## config.mk

```make
export PLATFORM = sky130hd
export DESIGN_NAME = fetch_pc_ctrl
export DESIGN_NICKNAME = d
export VERILOG_FILES = /design/src/rtl/fetch_pkg.sv /design/src/rtl/fetch_pc_ctrl_redirect_arb.sv /design/src/rtl/fetch_pc_ctrl.sv
export SDC_FILE = /design/constraint.sdc
export NUM_CORES = 1
export LEC_CHECK = 0
export CAP_MARGIN = 20
export CORE_MARGIN = 8
export CORE_UTILIZATION = 47
export CTS_BUF_LIST = sky130_fd_sc_hd__clkbuf_16
export DETAILED_ROUTE_END_ITERATION = 8
export PLACE_DENSITY = 0.82
export SYNTH_ARGS = -nofsm -noshare
export SYNTH_HDL_FRONTEND = slang
export SYNTH_SLANG_ARGS = --single-unit
```

## constraint.sdc

```tcl
create_clock -name clk -period 3.4 [get_ports clk]
set_clock_uncertainty 0.15 [all_clocks]
set_input_delay 1.02 -clock clk [delete_from_list [all_inputs] [get_ports clk]]
set_output_delay 1.02 -clock clk [all_outputs]
set_load 0.02 [all_outputs]
```

## src/rtl/fetch_pkg.sv

```systemverilog
// Shared types and constants for the IF-stage fetch PC controller.
package fetch_pkg;

    typedef enum logic [1:0] {
        BOOT = 2'd0,
        RUN  = 2'd1,
        PEND = 2'd2
    } fetch_state_e;

    typedef enum logic [1:0] {
        SRC_NONE = 2'd0,
        SRC_ID   = 2'd1,
        SRC_EX   = 2'd2
    } redirect_src_e;

    localparam logic [31:0] ILEN             = 32'd4;
    localparam logic [31:0] DEFAULT_RESET_PC = 32'h0000_0000;
    localparam logic [31:0] DEFAULT_TRAP_VEC = 32'h0000_0100;

endpackage

```

## src/rtl/fetch_pc_ctrl_redirect_arb.sv

```systemverilog
// Combinational redirect arbiter: picks the oldest redirect (EX over ID)
// and produces the wrong-path flush pair. The target is passed through raw;
// alignment is handled where the PC is loaded.
module redirect_arb
    import fetch_pkg::*;
(
    input  logic          jal_ID,
    input  logic          jalr_ID,
    input  logic [31:0]   target_ID,
    input  logic          B_JUMP_EX,
    input  logic [31:0]   target_EX,
    output redirect_src_e src,
    output logic [31:0]   tgt,
    output logic          flush_IF_ID,
    output logic          flush_ID_EX
);

    // EX is older than ID, so a taken branch makes any ID jump wrong-path
    always_comb begin
        src         = SRC_NONE;
        tgt         = target_ID;
        flush_IF_ID = 1'b0;
        flush_ID_EX = 1'b0;
        if (B_JUMP_EX) begin
            src         = SRC_EX;
            tgt         = target_EX;
            flush_IF_ID = 1'b1;
            flush_ID_EX = 1'b1;
        end else if (jal_ID || jalr_ID) begin
            src         = SRC_ID;
            tgt         = target_ID;
            flush_IF_ID = 1'b1;
        end
    end

endmodule

```

## src/rtl/fetch_pc_ctrl.sv

```systemverilog
// IF-stage program counter with redirect arbitration and a one-entry
// pending-redirect buffer for redirects that arrive while fetch is held.
// Optional misaligned-target trap enabled by defining PC_MISALIGN_TRAP_EN.
module fetch_pc_ctrl
    import fetch_pkg::*;
#(
    parameter logic [31:0] RESET_PC = DEFAULT_RESET_PC
`ifdef PC_MISALIGN_TRAP_EN
    ,
    parameter logic [31:0] TRAP_VEC = DEFAULT_TRAP_VEC
`endif
)
(
    input  logic        clk,
    input  logic        rst,
    input  logic        stall_IF,
    input  logic        jal_ID,
    input  logic        jalr_ID,
    input  logic [31:0] target_ID,
    input  logic        B_JUMP_EX,
    input  logic [31:0] target_EX,
    input  logic        fetch_ready,
    output logic        fetch_valid,
    output logic [31:0] pc_out_IF,
    output logic [31:0] pc_plus4_IF,
    output logic        flush_IF_ID,
    output logic        flush_ID_EX,
`ifdef PC_MISALIGN_TRAP_EN
    output logic        misalign_trap,
    output logic [31:0] bad_target,
`endif
    output logic        redirect_pending
);

    fetch_state_e  state_q, state_d;
    logic [31:0]   pc_q, pc_d;
    logic [31:0]   pend_q, pend_d;
    redirect_src_e pend_src_q, pend_src_d;

    redirect_src_e req_src;
    logic [31:0]   req_tgt;
    logic          hold;
    logic          load_en;
    logic [31:0]   load_tgt;

`ifdef PC_MISALIGN_TRAP_EN
    logic          trap_q, trap_d;
    logic [31:0]   bad_q, bad_d;
`endif

    redirect_arb u_arb (
        .jal_ID      (jal_ID),
        .jalr_ID     (jalr_ID),
        .target_ID   (target_ID),
        .B_JUMP_EX   (B_JUMP_EX),
        .target_EX   (target_EX),
        .src         (req_src),
        .tgt         (req_tgt),
        .flush_IF_ID (flush_IF_ID),
        .flush_ID_EX (flush_ID_EX)
    );

    assign fetch_valid      = (state_q != BOOT);
    assign hold             = stall_IF | (fetch_valid & ~fetch_ready);
    assign pc_out_IF        = pc_q;
    assign pc_plus4_IF      = pc_q + ILEN;
    assign redirect_pending = (state_q == PEND);

    // Next-state, PC and pending-buffer selection; redirect targets are
    // funnelled through load_en/load_tgt so alignment is applied in one place
    always_comb begin
        state_d    = state_q;
        pc_d       = pc_q;
        pend_d     = pend_q;
        pend_src_d = pend_src_q;
        load_en    = 1'b0;
        load_tgt   = pc_q;
`ifdef PC_MISALIGN_TRAP_EN
        trap_d     = 1'b0;
        bad_d      = bad_q;
`endif
        case (state_q)
            BOOT: begin
                state_d = RUN;
            end
            RUN: begin
                if (req_src != SRC_NONE) begin
                    if (!hold) begin
                        load_en  = 1'b1;
                        load_tgt = req_tgt;
                    end else begin
                        pend_d     = req_tgt;
                        pend_src_d = req_src;
                        state_d    = PEND;
                    end
                end else if (!hold) begin
                    pc_d = pc_q + ILEN;
                end
            end
            PEND: begin
                // An EX entry is never displaced by a younger ID jump
                if ((req_src == SRC_EX) ||
                    ((req_src == SRC_ID) && (pend_src_q == SRC_ID))) begin
                    pend_d     = req_tgt;
                    pend_src_d = req_src;
                end
                if (!hold) begin
                    load_en  = 1'b1;
                    load_tgt = pend_d;
                    state_d  = RUN;
                end
            end
            default: begin
                state_d = BOOT;
            end
        endcase

        if (load_en) begin
`ifdef PC_MISALIGN_TRAP_EN
            if (load_tgt[1]) begin
                pc_d   = TRAP_VEC;
                trap_d = 1'b1;
                bad_d  = load_tgt;
            end else begin
                pc_d = load_tgt & ~32'h1;
            end
`else
            pc_d = load_tgt & ~32'h3;
`endif
        end
    end

    // State, PC and pending-buffer registers with synchronous reset
    always_ff @(posedge clk) begin
        if (rst) begin
            state_q    <= BOOT;
            pc_q       <= RESET_PC;
            pend_q     <= 32'h0;
            pend_src_q <= SRC_NONE;
        end else begin
            state_q    <= state_d;
            pc_q       <= pc_d;
            pend_q     <= pend_d;
            pend_src_q <= pend_src_d;
        end
    end

`ifdef PC_MISALIGN_TRAP_EN
    // Trap pulse and captured offending target
    always_ff @(posedge clk) begin
        if (rst) begin
            trap_q <= 1'b0;
            bad_q  <= 32'h0;
        end else begin
            trap_q <= trap_d;
            bad_q  <= bad_d;
        end
    end

    assign misalign_trap = trap_q;
    assign bad_target    = bad_q;
`endif

endmodule

```

# [Word-level counts from Yosys, hierarchy flattened]
# Cells that the tools add are included.
[totals] regBits=68 ram_bits=0 out_inout_bits=68 latch_bits=0 memories=0 rom_bits=0
[op_classes] n_shift=0 n_lt_le_gt_ge=0 reduce_logical=14 addsub=1 mux=29 n_div=0 n_eq_ne=13 mul=0 bitwise_logic=5
[op_table] operator="32-bit 2-to-1 mux" n=11
[op_table] operator="32-bit one-hot mux with 2 select lines" n=2
[op_table] operator="32-bit by 3-bit adder with 32-bit output, second input constant" n=1
[op_table] operator="2-bit 2-to-1 mux" n=7
[op_table] operator="3-bit AND reduction" n=3
[op_table] operator="2-bit inequality test, second input constant" n=4
[op_table] operator="2-bit nonzero test" n=4
[op_table] operator="7-bit AND reduction" n=1
[op_table] operator="2-bit by 1-bit equality test with 1-bit output, second input constant" n=3
[op_table] operator="1-bit 2-to-1 mux" n=6
[op_table] operator="3-bit inequality test, second input constant" n=2
[op_table] operator="2-bit one-hot mux with 3 select lines" n=1
[op_table] operator="2-bit equality test, second input constant" n=2
[op_table] operator="2-bit by 1-bit inequality test with 1-bit output, second input constant" n=2
[op_table] operator="2-bit one-hot mux with 2 select lines" n=1
[op_table] operator="4-bit AND reduction" n=1
[op_table] operator="1-bit NOT" n=3
[op_table] operator="2-bit zero test" n=1
[op_table] operator="1-bit logical OR" n=2
[op_table] operator="1-bit one-hot mux with 2 select lines" n=1
[op_table] operator="2-bit OR reduction" n=1
[op_table] operator="1-bit bitwise AND" n=1
[op_table] operator="1-bit logical AND" n=1
[op_table] operator="1-bit bitwise OR" n=1

# [Depth between registers and ports, before layout]
# Gate-level depths: netlist of run 1.
[depth] word_depth=10 ltp_mapped=9 ltp_nobuf=7

# [Hierarchy]
# From an unflattened synthesis of run 1, not the netlist that was laid out.
[hier_totals] hier_cells=512 area_unflattened_um2=4379.2
[modules_own_cells] module="fetch_pc_ctrl" cells_each=472 area_per_inst_um2=3807.4 instances=1
[modules_own_cells] module="redirect_arb" cells_each=40 area_per_inst_um2=571.8 instances=1

# [Worst setup path before layout of run 1]
# OpenSTA, ideal clock, no wires.
[synth_timing] path_type="reg-to-output" start="reg pc_q[2], in the netlist pc_out_IF[2]" end="out pc_plus4_IF[26]" stages_incl_launch_ff=6 setup_slack_ns=0.033 required_time_ns=2.230 t_arrival_ns=2.197 cell_sequence="dfxtp_1 ha_1 nand2_1 or4_4 or4_4 xnor2_1"
[synth_via] elab_chain_cells=1
[synth_lines] item="from (decl)" line="fetch_pc_ctrl.sv:36" rtl="logic [31:0] pc_q, pc_d;"
[synth_lines] item="from (signal assigned)" line="fetch_pc_ctrl.sv:142" rtl="pc_q <= pc_d;"
[synth_lines] item="32-bit by 3-bit adder with 32-bit output" line="fetch_pc_ctrl.sv:66" rtl="assign pc_plus4_IF = pc_q + ILEN;"
[synth_lines] item="to (decl)" line="fetch_pc_ctrl.sv:25" rtl="output logic [31:0] pc_plus4_IF,"
# No other way between the ends.

# [Worst setup path in the final report of run 1]
[layout_timing] start="reg pc_q[3], in the netlist pc_out_IF[3]" end="out pc_plus4_IF[26]"
# Same word-level chain as after synthesis.

==> parameters.txt, run 1 <==
Parameter                              Value

Run status
  Status ... finished, final reports clean

Floorplanning
  Die height ... 110 um
  Die extent in x ... 110 um
  Starting Density ... 0.483
  Standard-cell rows ... 34
  Die Footprint ... 0.0122 sq mm
  Total core area ... 0.00868 sq mm
  Number of top-level pins ... 139

Timing
  Worst Tran Pin Value ... 0.844 ns
  Period utilization ... 0.986
  Final setup vio count ... 0
  Final hold violation count ... 0
  Post-route minimum period ... 3.35 ns
  Hold slack final ... 0.323 ns
  Maximum operating frequency ... 298 MHz
  Number of pins with negative max-slew slack in the final report ... 0
  RSZ-0062 raised after global routing ... yes
  Max_slew headroom ... 0.435

Logic synthesis
  Async S/R FF share, synth ... 0
  Post-synthesis cell type with the largest combined area ... dfxtp_1
  EDFF count, synth ... 0
  Gate count after technology mapping ... 502
  Post-synthesis cell area ... 0.00419 sq mm
  Fraction of synthesized cell area taken by the top area cell type ... 0.306
  Post-synth cell types ... 60
  Post-synthesis register bit count ... 64
  Cells taking the most area after synthesis ... dfxtp_1 (31%), mux2i_1 (7.9%), mux2_2 (7.5%)
  Post-Syn Area per Cell ... 8.35 sq um
  Main flop type after synthesis ... dfxtp_1
  Register area share after synthesis ... 0.306
  Yosys warns ... 0

Routing
  Number of nets with antenna violations after routing ... 0
  DRC violation total after the first TritonRoute iteration ... 381
  Number of vias per cell ... 6.04
  Count of vias placed by the detailed router ... 4807
  Sum of routed wire length over all layers ... 15.5 mm
  Final routed DRC violation total ... 0
  DR WL/cell ... 19.5 um
  Number of iterations in the first detailed-routing pass ... 5

Worst setup path
  Category of the critical setup timing path ... reg -> out
  CP cell instances ... ha_2 -> nand2_1 -> or4_4 -> or4_4 -> xnor2_2 -> buf_4
  Slowest cell delay on critical path ... 0.45 ns
  WP buf/inv ... 1
  Arrival time at the worst endpoint ... 2.18 ns
  Data required, critical path ... 2.23 ns
  Most prevalent standard cell on the critical path ... or4_4
  Crit-path slowest cell ... or4_4
  Endpoint kind of the worst setup timing path ... output pin
  Family with the most delay on the worst path ... simple AND/OR/NAND/NOR gates
  Startpoint Class ... flip-flop
  Highest net fanout along the worst path ... 3

Clocking
  Clock latency reported for the late side of the worst-skew pair ... 0.32 ns
  Number of levels the H-tree was split into ... 3
  Number of buffers on the longest clock path ... 2
  TritonCTS sink count ... 64
  Clock tree from TritonCTS ... done
  CTS Root Buffer Type ... clkbuf_16
  Number of buffers created by CTS ... 9
  Clock slew at reported path FFs ... 0.05 ns
  Hold_buf cts ... 0

Power and ir drop
  Peak supply drop ... 0.000335 V
  Total power of the final layout ... 2.70 mW
  Static leakage ... 2.46 nW
  Pwr/cell area ... 422 mW/mm^2

Finish
  Fraction of final layout cells with drive strength greater than 1 ... 0.244
  Final nets ... 758
  Inserted Diodes ... 0
  Area grow syn2layout ... 52.5%

Global route
  Global route hottest layer ... met2
  Global Route Usage Sum ... 0.246
  First-pass GRT wire length ... 25.4 mm
  Met3 layer usage reported by global route ... 0.0427
  Pin count of the biggest net entering global routing ... 36
  GR Layer Usage met2 ... 0.411
  GRT Residual Overflow ... 0
  Global routing usage on met1 ... 0.303
  Initial antenna violation count ... 0
  Vias in the first global route ... 4888

Placed design
  Count of buffers inserted at the top-level ports ... 130
  Detailed placer's ending HPWL ... 11.6 mm
  Global placer's final weighted congestion ... 0.962

Flow run
  Maximum Capacitance Violations ... 0

Worst hold path
  Type of the most critical hold path ... reg -> reg
[registers in the layout, summed over array words and instances (netlist names)]
register    flops
pc_out_IF      30
pend_q         30
pend_src_q      2
state_q         2
[where the power goes]
part	internal [mW]	leakage [nW]	switching (mW)
clock	0.641	0.146	0.349
combinational	0.381	1.79	0.428
sequential	0.842	0.522	0.0573
[kinds of logic after synthesis]
family                     after synthesis  synth area share
buffers and inverters                   62            0.0621
adders and majority gates                4            0.0119
muxes                                   61             0.154
other                                    1          0.000895
AOI/OAI and AO/OA                      111             0.190
and+or+nand+nor                        171             0.217
xor gates and xnor gates                28            0.0585
DFF                                     64             0.306
[path summary, 6_finish.rpt]
kind                                                  from                    endpoint  slack [ns]  cells past startpoint
worst max register to register     state_q[0]$_SDFFE_PP0P_  pc_out_IF[28]$_SDFFE_PP0P_        0.48                      7
worst min-delay path            pend_src_q[1]$_SDFFE_PP0P_  pend_src_q[1]$_SDFFE_PP0P_        0.32                      2
worst min register to register  pend_src_q[1]$_SDFFE_PP0P_  pend_src_q[1]$_SDFFE_PP0P_        0.32                      2
worst max-delay path             pc_out_IF[3]$_SDFFE_PP0P_             pc_plus4_IF[26]        0.05                      6
[cell type report]
cell class | instances | area (sq um)
Sequential cell | 64 | 1280
Inverter | 16 | 60.1
Clock buffer | 9 | 225
Tap cell | 108 | 135
Fill cell | 657 | 2290
Timing Repair Buffer | 213 | 1870
Clock inverter | 7 | 95.1
Multi-Input combinational cell | 379 | 2730
[worst reg2reg max path, cell delays in order, from the launching register on]
cell      delay (ns)
dfxtp_1         0.33
inv_1           0.08
ha_1            0.49
nor2_1          0.21
a2111o_1        0.42
nor2_1          0.66
a32oi_1         0.32
a31oi_1         0.20
[Yosys cell counts (4+ instances only)]
master	count
xnor2_1	19
o22ai_1	6
a221oi_1	8
a22oi_1	8
nor2b_1	4
a32oi_1	11
and2_1	6
a211oi_1	5
buf_2	7
clkbuf_1	32
nand2_1	20
o31ai_1	6
or4_1	5
o211ai_1	5
nand3b_1	6
dfxtp_1	64
or2_2	6
a31oi_1	11
xor2_1	9
nor4_1	7
buf_4	5
mux2_2	28
or3_1	8
nor3_1	10
nand3_1	14
a21oi_1	14
nor2_1	54
o21ai_0	15
inv_1	15
ha_1	4
nand4_1	13
mux2i_1	33
and3_1	5
[repair_timing]
action | 4_1_cts | 5_1_grt
pin swaps | 0 | 4
setup endpoints to repair | 23 | 31
resized for setup | 55 | 26
buffers inserted | 0 | 4
[cells in the final DEF (no fill, tap or decap), drive strengths merged, types with 4 or more instances in the layout]
cell             n
or4              7
nand3b           6
dfxtp           64
o22ai            6
o211ai           5
xor2             9
a211oi           5
and3             5
nand2           20
ha               4
inv             16
and2             6
o31ai            6
mux2i           33
a22oi            8
or3              8
nor2            54
dlygate4sd2     10
nor4             8
o21ai           15
a32oi           11
conb             4
or2              6
nor2b            4
mux2            28
a31oi           11
a221oi           8
buf             94
clkbuf          12
clkdlybuf4s50  105
nand4           14
nand3           14
a21oi           14
xnor2           19
nor3            10
[layer usage]
metal | vias up | share of wire
met1 | 2305 | 0.41
met5 | - | 0
met2 | 241 | 0.49
met4 | 0 | 0.023
met3 | 28 | 0.080
li1 | 2233 | -
[metrics by stage]
stage	setup TNS, ns	std cells	worst slack [ns]	util	instance area (sq um)
after detailed placement	-2.15	776	-0.154	0.698	6060
after CTS	-0.00444	792	-0.00444	0.732	6360
after floorplan	0	505	0.0326	-	4200
after global placement	-1.74	776	-0.189	0.698	6060
after global routing	-0.0530	796	-0.0282	0.737	6390
final	0	796	0.0480	0.737	6390
Power figures use the tool's default switching activity.
==> inputs of run 2 (changes only) <==
Settings changed: PLACE_DENSITY 0.82 to 0.79.
==> run 2 against run 1 <==
Net effect: core utilization increased by 0.19 points; combinational power fell by 0.7%; sequential power barely moved; worst hold slack improved by 0.0046 ns; worst setup slack better by 0.0062 ns; sequential cell count unchanged; routed wire length is 0.48% lower; register-to-register slack lost 0.06 ns; die area stayed put; critical path type unchanged; critical endpoint unchanged; largest power group unchanged.
==> parameters.txt, run 2 (same netlist as run 1, synthesis figures left out) <==
Parameter                              Value

Run status
  Status ... finished, final reports clean (unchanged)

Clocking
  Clock latency reported for the late side of the worst-skew pair ... 0.33 ns (was 0.32 ns)
  Number of buffers on the longest clock path ... 2 (unchanged)
  Clock slew at reported path FFs ... 0.06 ns (was 0.05 ns)
  CTS Root Buffer Type ... clkbuf_16 (unchanged)
  Number of levels the H-tree was split into ... 3 (unchanged)
  Number of buffers created by CTS ... 9 (unchanged)
  TritonCTS sink count ... 64 (unchanged)
  Clock tree from TritonCTS ... done (unchanged)

Finish
  Most common library cell in the layout ignoring fill and taps ... clkdlybuf4s50_1 (unchanged)
  Final nets ... 759 (was 758)
  Cell area after layout ... 0.00641 sq mm (was 0.00639 sq mm)
  Commonest non-fill, non-tap cells in the layout ... clkdlybuf4s50_1 (103), buf_4 (86), dfxtp_1 (60) (was clkdlybuf4s50_1 (105), buf_4 (86), dfxtp_1 (62))
  Combined area of the multi-input logic cells ... 0.00274 sq mm (was 0.00273 sq mm)
  Register Area ... 0.00129 sq mm (was 0.00128 sq mm)
  Fraction of final layout cells with drive strength greater than 1 ... 0.251 (was 0.244)
  Fillers ... 677 (was 657)
  Inserted Diodes ... 0 (unchanged)
  Area grow syn2layout ... 52.9% (was 52.5%)
  Post-route core utilization ... 0.738 (was 0.737)

Power and ir drop
  Pwr/cell area ... 413 mW/mm^2 (was 422 mW/mm^2)
  Static leakage ... 2.51 nW (was 2.46 nW)
  Peak supply drop ... 0.000324 V (was 0.000335 V)
  Total power of the final layout ... 2.65 mW (was 2.70 mW)

Placed design
  Post-placement cell area ... 0.00609 sq mm (was 0.00606 sq mm)
  Detailed placer's ending HPWL ... 11.7 mm (was 11.6 mm)
  Global placer's final weighted congestion ... 0.942 (was 0.962)
  Count of buffers inserted at the top-level ports ... 130 (unchanged)

Worst hold path
  Startpoint of the lowest-slack hold path ... pend_src_q[1]$_SDFFE_PP0P_ (unchanged)
  Type of the most critical hold path ... reg -> reg (unchanged)
  Hold Path End ... pend_src_q[1]$_SDFFE_PP0P_ (unchanged)
  Worst hold path cell count ... 2 (unchanged)

Floorplanning
  Die extent in x ... 110 um (unchanged)
  Number of top-level pins ... 139 (unchanged)
  Die Footprint ... 0.0122 sq mm (unchanged)
  Total core area ... 0.00868 sq mm (unchanged)
  Die height ... 110 um (unchanged)
  Starting Density ... 0.483 (unchanged)
  Standard-cell rows ... 34 (unchanged)

Routing
  DRC violation total after the first TritonRoute iteration ... 348 (was 381)
  Final routed DRC violation total ... 0 (unchanged)
  Count of vias placed by the detailed router ... 4826 (was 4807)
  Number of nets with antenna violations after routing ... 0 (unchanged)
  DR WL/cell ... 19.4 um (was 19.5 um)
  Sum of routed wire length over all layers ... 15.4 mm (was 15.5 mm)
  Number of iterations in the first detailed-routing pass ... 4 (was 5)
  Number of vias per cell ... 6.06 (was 6.04)

Flow run
  Maximum Capacitance Violations ... 0 (unchanged)

Timing
  Maximum operating frequency ... 299 MHz (was 298 MHz)
  Post-route minimum period ... 3.35 ns (about the same)
  Period utilization ... 0.984 (was 0.986)
  Max_slew headroom ... 0.576 (was 0.435)
  Number of pins with negative max-slew slack in the final report ... 0 (unchanged)
  Final setup vio count ... 0 (unchanged)
  Final hold violation count ... 0 (unchanged)
  Worst Tran Pin Value ... 0.636 ns (was 0.844 ns)

Global route
  Global routing usage on met1 ... 0.291 (was 0.303)
  GR Layer Usage met2 ... 0.404 (was 0.411)
  Initial antenna violation count ... 0 (unchanged)
  Global route hottest layer ... met2 (unchanged)
  Vias in the first global route ... 4824 (was 4888)
  First-pass GRT wire length ... 24.7 mm (was 25.4 mm)
  Global Route Usage Sum ... 0.240 (was 0.246)
  Pin count of the biggest net entering global routing ... 30 (was 36)
  Met3 layer usage reported by global route ... 0.0482 (was 0.0427)
  GRT Residual Overflow ... 0 (unchanged)

Worst setup path
  Worst R2R Path Depth ... 7 (unchanged)
  Category of the critical setup timing path ... reg -> out (unchanged)
  Endpoint kind of the worst setup timing path ... output pin (unchanged)
  Minimum setup slack among reg-to-reg paths ... 0.42 ns (was 0.48 ns)
  Highest net fanout along the worst path ... 4 (was 3)
  Reg-to-reg critical path startpoint ... state_q[0]$_SDFFE_PP0P_ (unchanged)
  Endpoint of the most critical register-to-register path ... pc_out_IF[7]$_SDFFE_PP0P_ (was pc_out_IF[28]$_SDFFE_PP0P_)
  Data required, critical path ... 2.23 ns (about the same)
  Arrival time at the worst endpoint ... 2.18 ns (about the same)
  Startpoint Class ... flip-flop (unchanged)
[run 2: how the worst max path moves through the flow]
stage	from	to	slack, ns	depth (start not counted)
4_1_cts	pc_out_IF[2]$_SDFFE_PP0P_	pc_plus4_IF[24]	-0.05	7
5_1_grt	pc_out_IF[5]$_SDFFE_PP0P_	pc_plus4_IF[26]	-0.00008	5
6_report	pc_out_IF[8]$_SDFFE_PP0P_	pc_plus4_IF[26]	0.05	5
2_1_floorplan	pc_out_IF[2]$_SDFFE_PP0P_	pc_plus4_IF[26]	0.03	5
3_3_place_gp	B_JUMP_EX	pc_out_IF[28]$_SDFFE_PP0P_	-0.27	9
3_5_place_dp	B_JUMP_EX	pc_out_IF[28]$_SDFFE_PP0P_	-0.35	7
[run 2: stage by stage]
step	setup slack (ns)	std cells	hold WS, ns	setup TNS [ns]
CTS	-0.0531	796	0.324	-0.0531
floorplan	0.0326	505	0.295	0
finish	0.0542	797	0.328	0
global placement	-0.274	780	0.307	-2.13
global route	-0.0000822	797	0.351	-0.0000822
detailed placement	-0.346	780	0.317	-3.25
[run 2: critical path: stages (launching register included)]
cell and delay (ns):
dfxtp_1 0.40, nand4_4 0.12, or4_4 0.56, or4_4 0.46, xnor2_2 0.15, buf_4 0.16
[run 2: metal layers]
metal	share of wire	wire, um	vias up
met5	0	0	-
li1	-	-	2233
met3	0.081	1250	37
met2	0.48	7460	259
met1	0.41	6370	2297
met4	0.023	349	0
[run 2: timing repair]
item	in CTS	in global routing
cloned	0	0
hold buffers	0	0
pin swaps	0	1
gates resized for setup	52	32
endpoints found under the setup margin	24	17
buffers inserted	0	1
[run 2: area by class of cell]
cell class,instances,area share
Sequential cell,64,0.201
Clock buffer,9,0.0351
Clock inverter,7,0.0121
Timing Repair Buffer,214,0.294
Inverter,16,0.00937
Tap cell,108,0.0211
Multi-Input combinational cell,379,0.428
[run 2: where the power goes]
part / internal [mW] / switching (mW)
logic: 0.385 / 0.418
clock network: 0.575 / 0.371
registers: 0.842 / 0.0572
total: 1.80 / 0.847
==> inputs of run 3 (changes only) <==
Settings changed: PLACE_DENSITY 0.79 to 0.78, SYNTH_HIERARCHICAL set to 1, TNS_END_PERCENT set to 100.
==> run 3 against run 2 <==
Net effect: total power increased by 0.16%; register-to-register slack gained 0.59 ns; sequential power rose by 1%; maximum frequency rose by 0.47%; die area rose by 3.3%; non-clock buffer count down 8; synthesized cell count increased by 1.6%; final cell count is 0.13% lower; design area shrank 0.35%; clock power down 7.6%; critical endpoint is now pc_plus4_IF[16]; largest cell class unchanged; largest power group is now sequential cells.
==> parameters.txt, run 3 <==
Parameter                              Value

Power and ir drop
  Peak supply drop ... 0.000264 V (was 0.000324 V)
  Pwr/cell area ... 415 mW/mm^2 (was 413 mW/mm^2)
  Total power of the final layout ... 2.65 mW (about the same)
  Static leakage ... 2.66 nW (was 2.51 nW)

Worst setup path
  Worst R2R Path Depth ... 8 (was 7)
  Arrival time at the worst endpoint ... 2.16 ns (was 2.18 ns)
  Crit-path slowest cell ... or4_4 (unchanged)
  Family with the most delay on the worst path ... simple AND/OR/NAND/NOR gates (unchanged)
  Category of the critical setup timing path ... reg -> out (unchanged)
  Highest net fanout along the worst path ... 3 (was 4)
  WP buf/inv ... 2 (was 1)
  Minimum setup slack among reg-to-reg paths ... 1.01 ns (was 0.42 ns)
  Data required, critical path ... 2.23 ns (about the same)
  Beginning of the critical path ... pc_out_IF[3]$_SDFFE_PP0P_ (was pc_out_IF[8]$_SDFFE_PP0P_)
  Reg-to-reg critical path startpoint ... state_q[0]$_SDFFE_PP0P_ (unchanged)
  Startpoint Class ... flip-flop (unchanged)
  Slowest cell delay on critical path ... 0.58 ns (was 0.56 ns)
  CP cell instances ... ha_1 -> nand3_2 -> or4_4 -> buf_4 -> xnor2_1 -> dlygate4sd2_1 (was nand4_4 -> or4_4 -> or4_4 -> xnor2_2 -> buf_4)
  Worst path depth ... 6 (was 5)
  Endpoint kind of the worst setup timing path ... output pin (unchanged)

Global route
  Vias in the first global route ... 4702 (was 4824)
  GRT Residual Overflow ... 0 (unchanged)
  Global Route Usage Sum ... 0.232 (was 0.240)
  First-pass GRT wire length ... 24.0 mm (was 24.7 mm)
  Pin count of the biggest net entering global routing ... 65 (was 30)
  Initial antenna violation count ... 1 (was 0)

Timing
  Period utilization ... 0.979 (was 0.984)
  Post-route minimum period ... 3.33 ns (was 3.35 ns)
  RSZ-0062 raised after global routing ... no
  Number of pins with negative max-slew slack in the final report ... 0 (unchanged)
  Final setup vio count ... 0 (unchanged)
  Maximum operating frequency ... 300 MHz (was 299 MHz)
  Hold slack final ... 0.304 ns (was 0.328 ns)
  Fin worst setup slack ... 0.0698 ns (was 0.0542 ns)
  Aggregate negative setup slack ... 0 ns (unchanged)
  Final hold violation count ... 0 (unchanged)
  Worst Tran Pin Value ... 0.699 ns (was 0.636 ns)
  Max_slew headroom ... 0.534 (was 0.576)

Finish
  Fillers ... 755 (was 677)
  Final instance count without filler cells ... 796 (was 797)
  Fraction of final layout cells with drive strength greater than 1 ... 0.225 (was 0.251)
  Combined area of the multi-input logic cells ... 0.00278 sq mm (was 0.00274 sq mm)
  Cell area after layout ... 0.00639 sq mm (was 0.00641 sq mm)
  Commonest non-fill, non-tap cells in the layout ... clkdlybuf4s50_1 (106), nand2_1 (85), buf_4 (72) (was clkdlybuf4s50_1 (103), buf_4 (86), dfxtp_1 (60))
  Register Area ... 0.00128 sq mm (was 0.00129 sq mm)
  Most common library cell in the layout ignoring fill and taps ... clkdlybuf4s50_1 (unchanged)
  Inserted Diodes ... 0 (unchanged)
  Post-route core utilization ... 0.701 (was 0.738)
  Final nets ... 756 (was 759)
  Area grow syn2layout ... 46.7% (was 52.9%)

Routing
  Sum of routed wire length over all layers ... 15.0 mm (was 15.4 mm)
  Number of nets with antenna violations after routing ... 0 (unchanged)
  DRC violation total after the first TritonRoute iteration ... 405 (was 348)
  Final routed DRC violation total ... 0 (unchanged)
  Count of vias placed by the detailed router ... 4701 (was 4826)
  DR WL/cell ... 18.9 um (was 19.4 um)
  Number of vias per cell ... 5.91 (was 6.06)
  Number of iterations in the first detailed-routing pass ... 5 (was 4)

Logic synthesis
  Post-synthesis cell area ... 0.00435 sq mm (was 0.00419 sq mm)
  Yosys warns ... 6 (was 0)
  Post-Syn Area per Cell ... 8.54 sq um (was 8.35 sq um)
  Gate count after technology mapping ... 510 (was 502)

Placed design
  Global placer's final weighted congestion ... 0.860 (was 0.942)
  Post-placement cell area ... 0.00613 sq mm (was 0.00609 sq mm)
  Count of buffers inserted at the top-level ports ... 130 (unchanged)
  Detailed placer's ending HPWL ... 11.4 mm (was 11.7 mm)
  Count of placed standard cells including taps ... 781 (was 780)
  Post-Place Setup Slack ... -0.129 ns (was -0.346 ns)

Worst hold path
  Startpoint of the lowest-slack hold path ... pend_q[18]$_SDFFE_PP0P_ (was pend_src_q[1]$_SDFFE_PP0P_)
  Worst hold path cell count ... 2 (unchanged)
  Type of the most critical hold path ... reg -> reg (unchanged)

Floorplanning
  Number of top-level pins ... 139 (unchanged)
  Total core area ... 0.00911 sq mm (was 0.00868 sq mm)
  Starting Density ... 0.478 (was 0.483)
  Die Footprint ... 0.0126 sq mm (was 0.0122 sq mm)
  Die extent in x ... 112 um (was 110 um)
  Die height ... 112 um (was 110 um)
  Standard-cell rows ... 35 (was 34)

Clocking
  Clock tree from TritonCTS ... done (unchanged)
  CTS Root Buffer Type ... clkbuf_16 (unchanged)
  Hold_buf cts ... 0 (unchanged)
  Number of buffers on the longest clock path ... 2 (unchanged)
  Number of buffers created by CTS ... 9 (unchanged)
  Number of levels the H-tree was split into ... 3 (unchanged)
  Clock latency reported for the late side of the worst-skew pair ... 0.32 ns (was 0.33 ns)
  Clock slew at reported path FFs ... 0.05 ns (was 0.06 ns)
  TritonCTS sink count ... 64 (unchanged)

Run status
  Status ... finished, final reports clean (unchanged)

Flow run
  Maximum Capacitance Violations ... 0 (unchanged)
run 3: cell count changes in the layout (fill, tap and decap cells not counted), moves of 5 or more:
cell      delta
a21oi_1     +32
a222oi_1     +7
a32oi_1     -10
and2_1       -5
buf_4       -14
mux2_2      -26
mux2_4      +28
mux2i_1     -31
nand2_1     +65
nor2_1      -31
nor4_1       -5
o21ai_0      -7
run 3: worst reg2reg max path: stages, from the launching register on:
cell and delay (ns):
dfxtp_1 0.34, inv_1 0.10, ha_1 0.42, or2_2 0.25, o2111ai_2 0.16, buf_4 0.22
a21oi_1 0.16, nor2_1 0.05, a2111oi_0 0.41
run 3: worst paths after layout:
kind,to
hold reg to reg,pend_q[18]$_SDFFE_PP0P_
setup / recovery,pc_plus4_IF[16]
hold / removal,pend_q[18]$_SDFFE_PP0P_
setup reg to reg,pc_out_IF[9]$_SDFFE_PP0P_
run 3: power breakdown:
| group | switching [mW] | total, mW | internal (mW) |
|---|---|---|---|
| Sequential | 0.0670 | 0.911 | 0.844 |
| Combinational | 0.462 | 0.868 | 0.406 |
| Clock | 0.320 | 0.874 | 0.553 |
| Total | 0.849 | 2.65 | 1.80 |
run 3: final cells by class:
type	instances	share of cell area
clock buffer	9	0.0353
inverter	9	0.00529
multi-input combinational	391	0.436
timing repair buffer	206	0.293
sequential	64	0.201
clock inverter	6	0.00842
tap	111	0.0217
run 3: repair_timing:
action                                  CTS  global route
gates resized for setup                  32            18
pin swaps                                 0             1
endpoints found under the setup margin   20            13
buffers inserted                          0             0
run 3: metal layers:
metal,track usage,routed length (um)
met1,0.283,6170
met2,0.391,7230
met3,0.0499,1310
met4,0.0908,293
met5,0,11
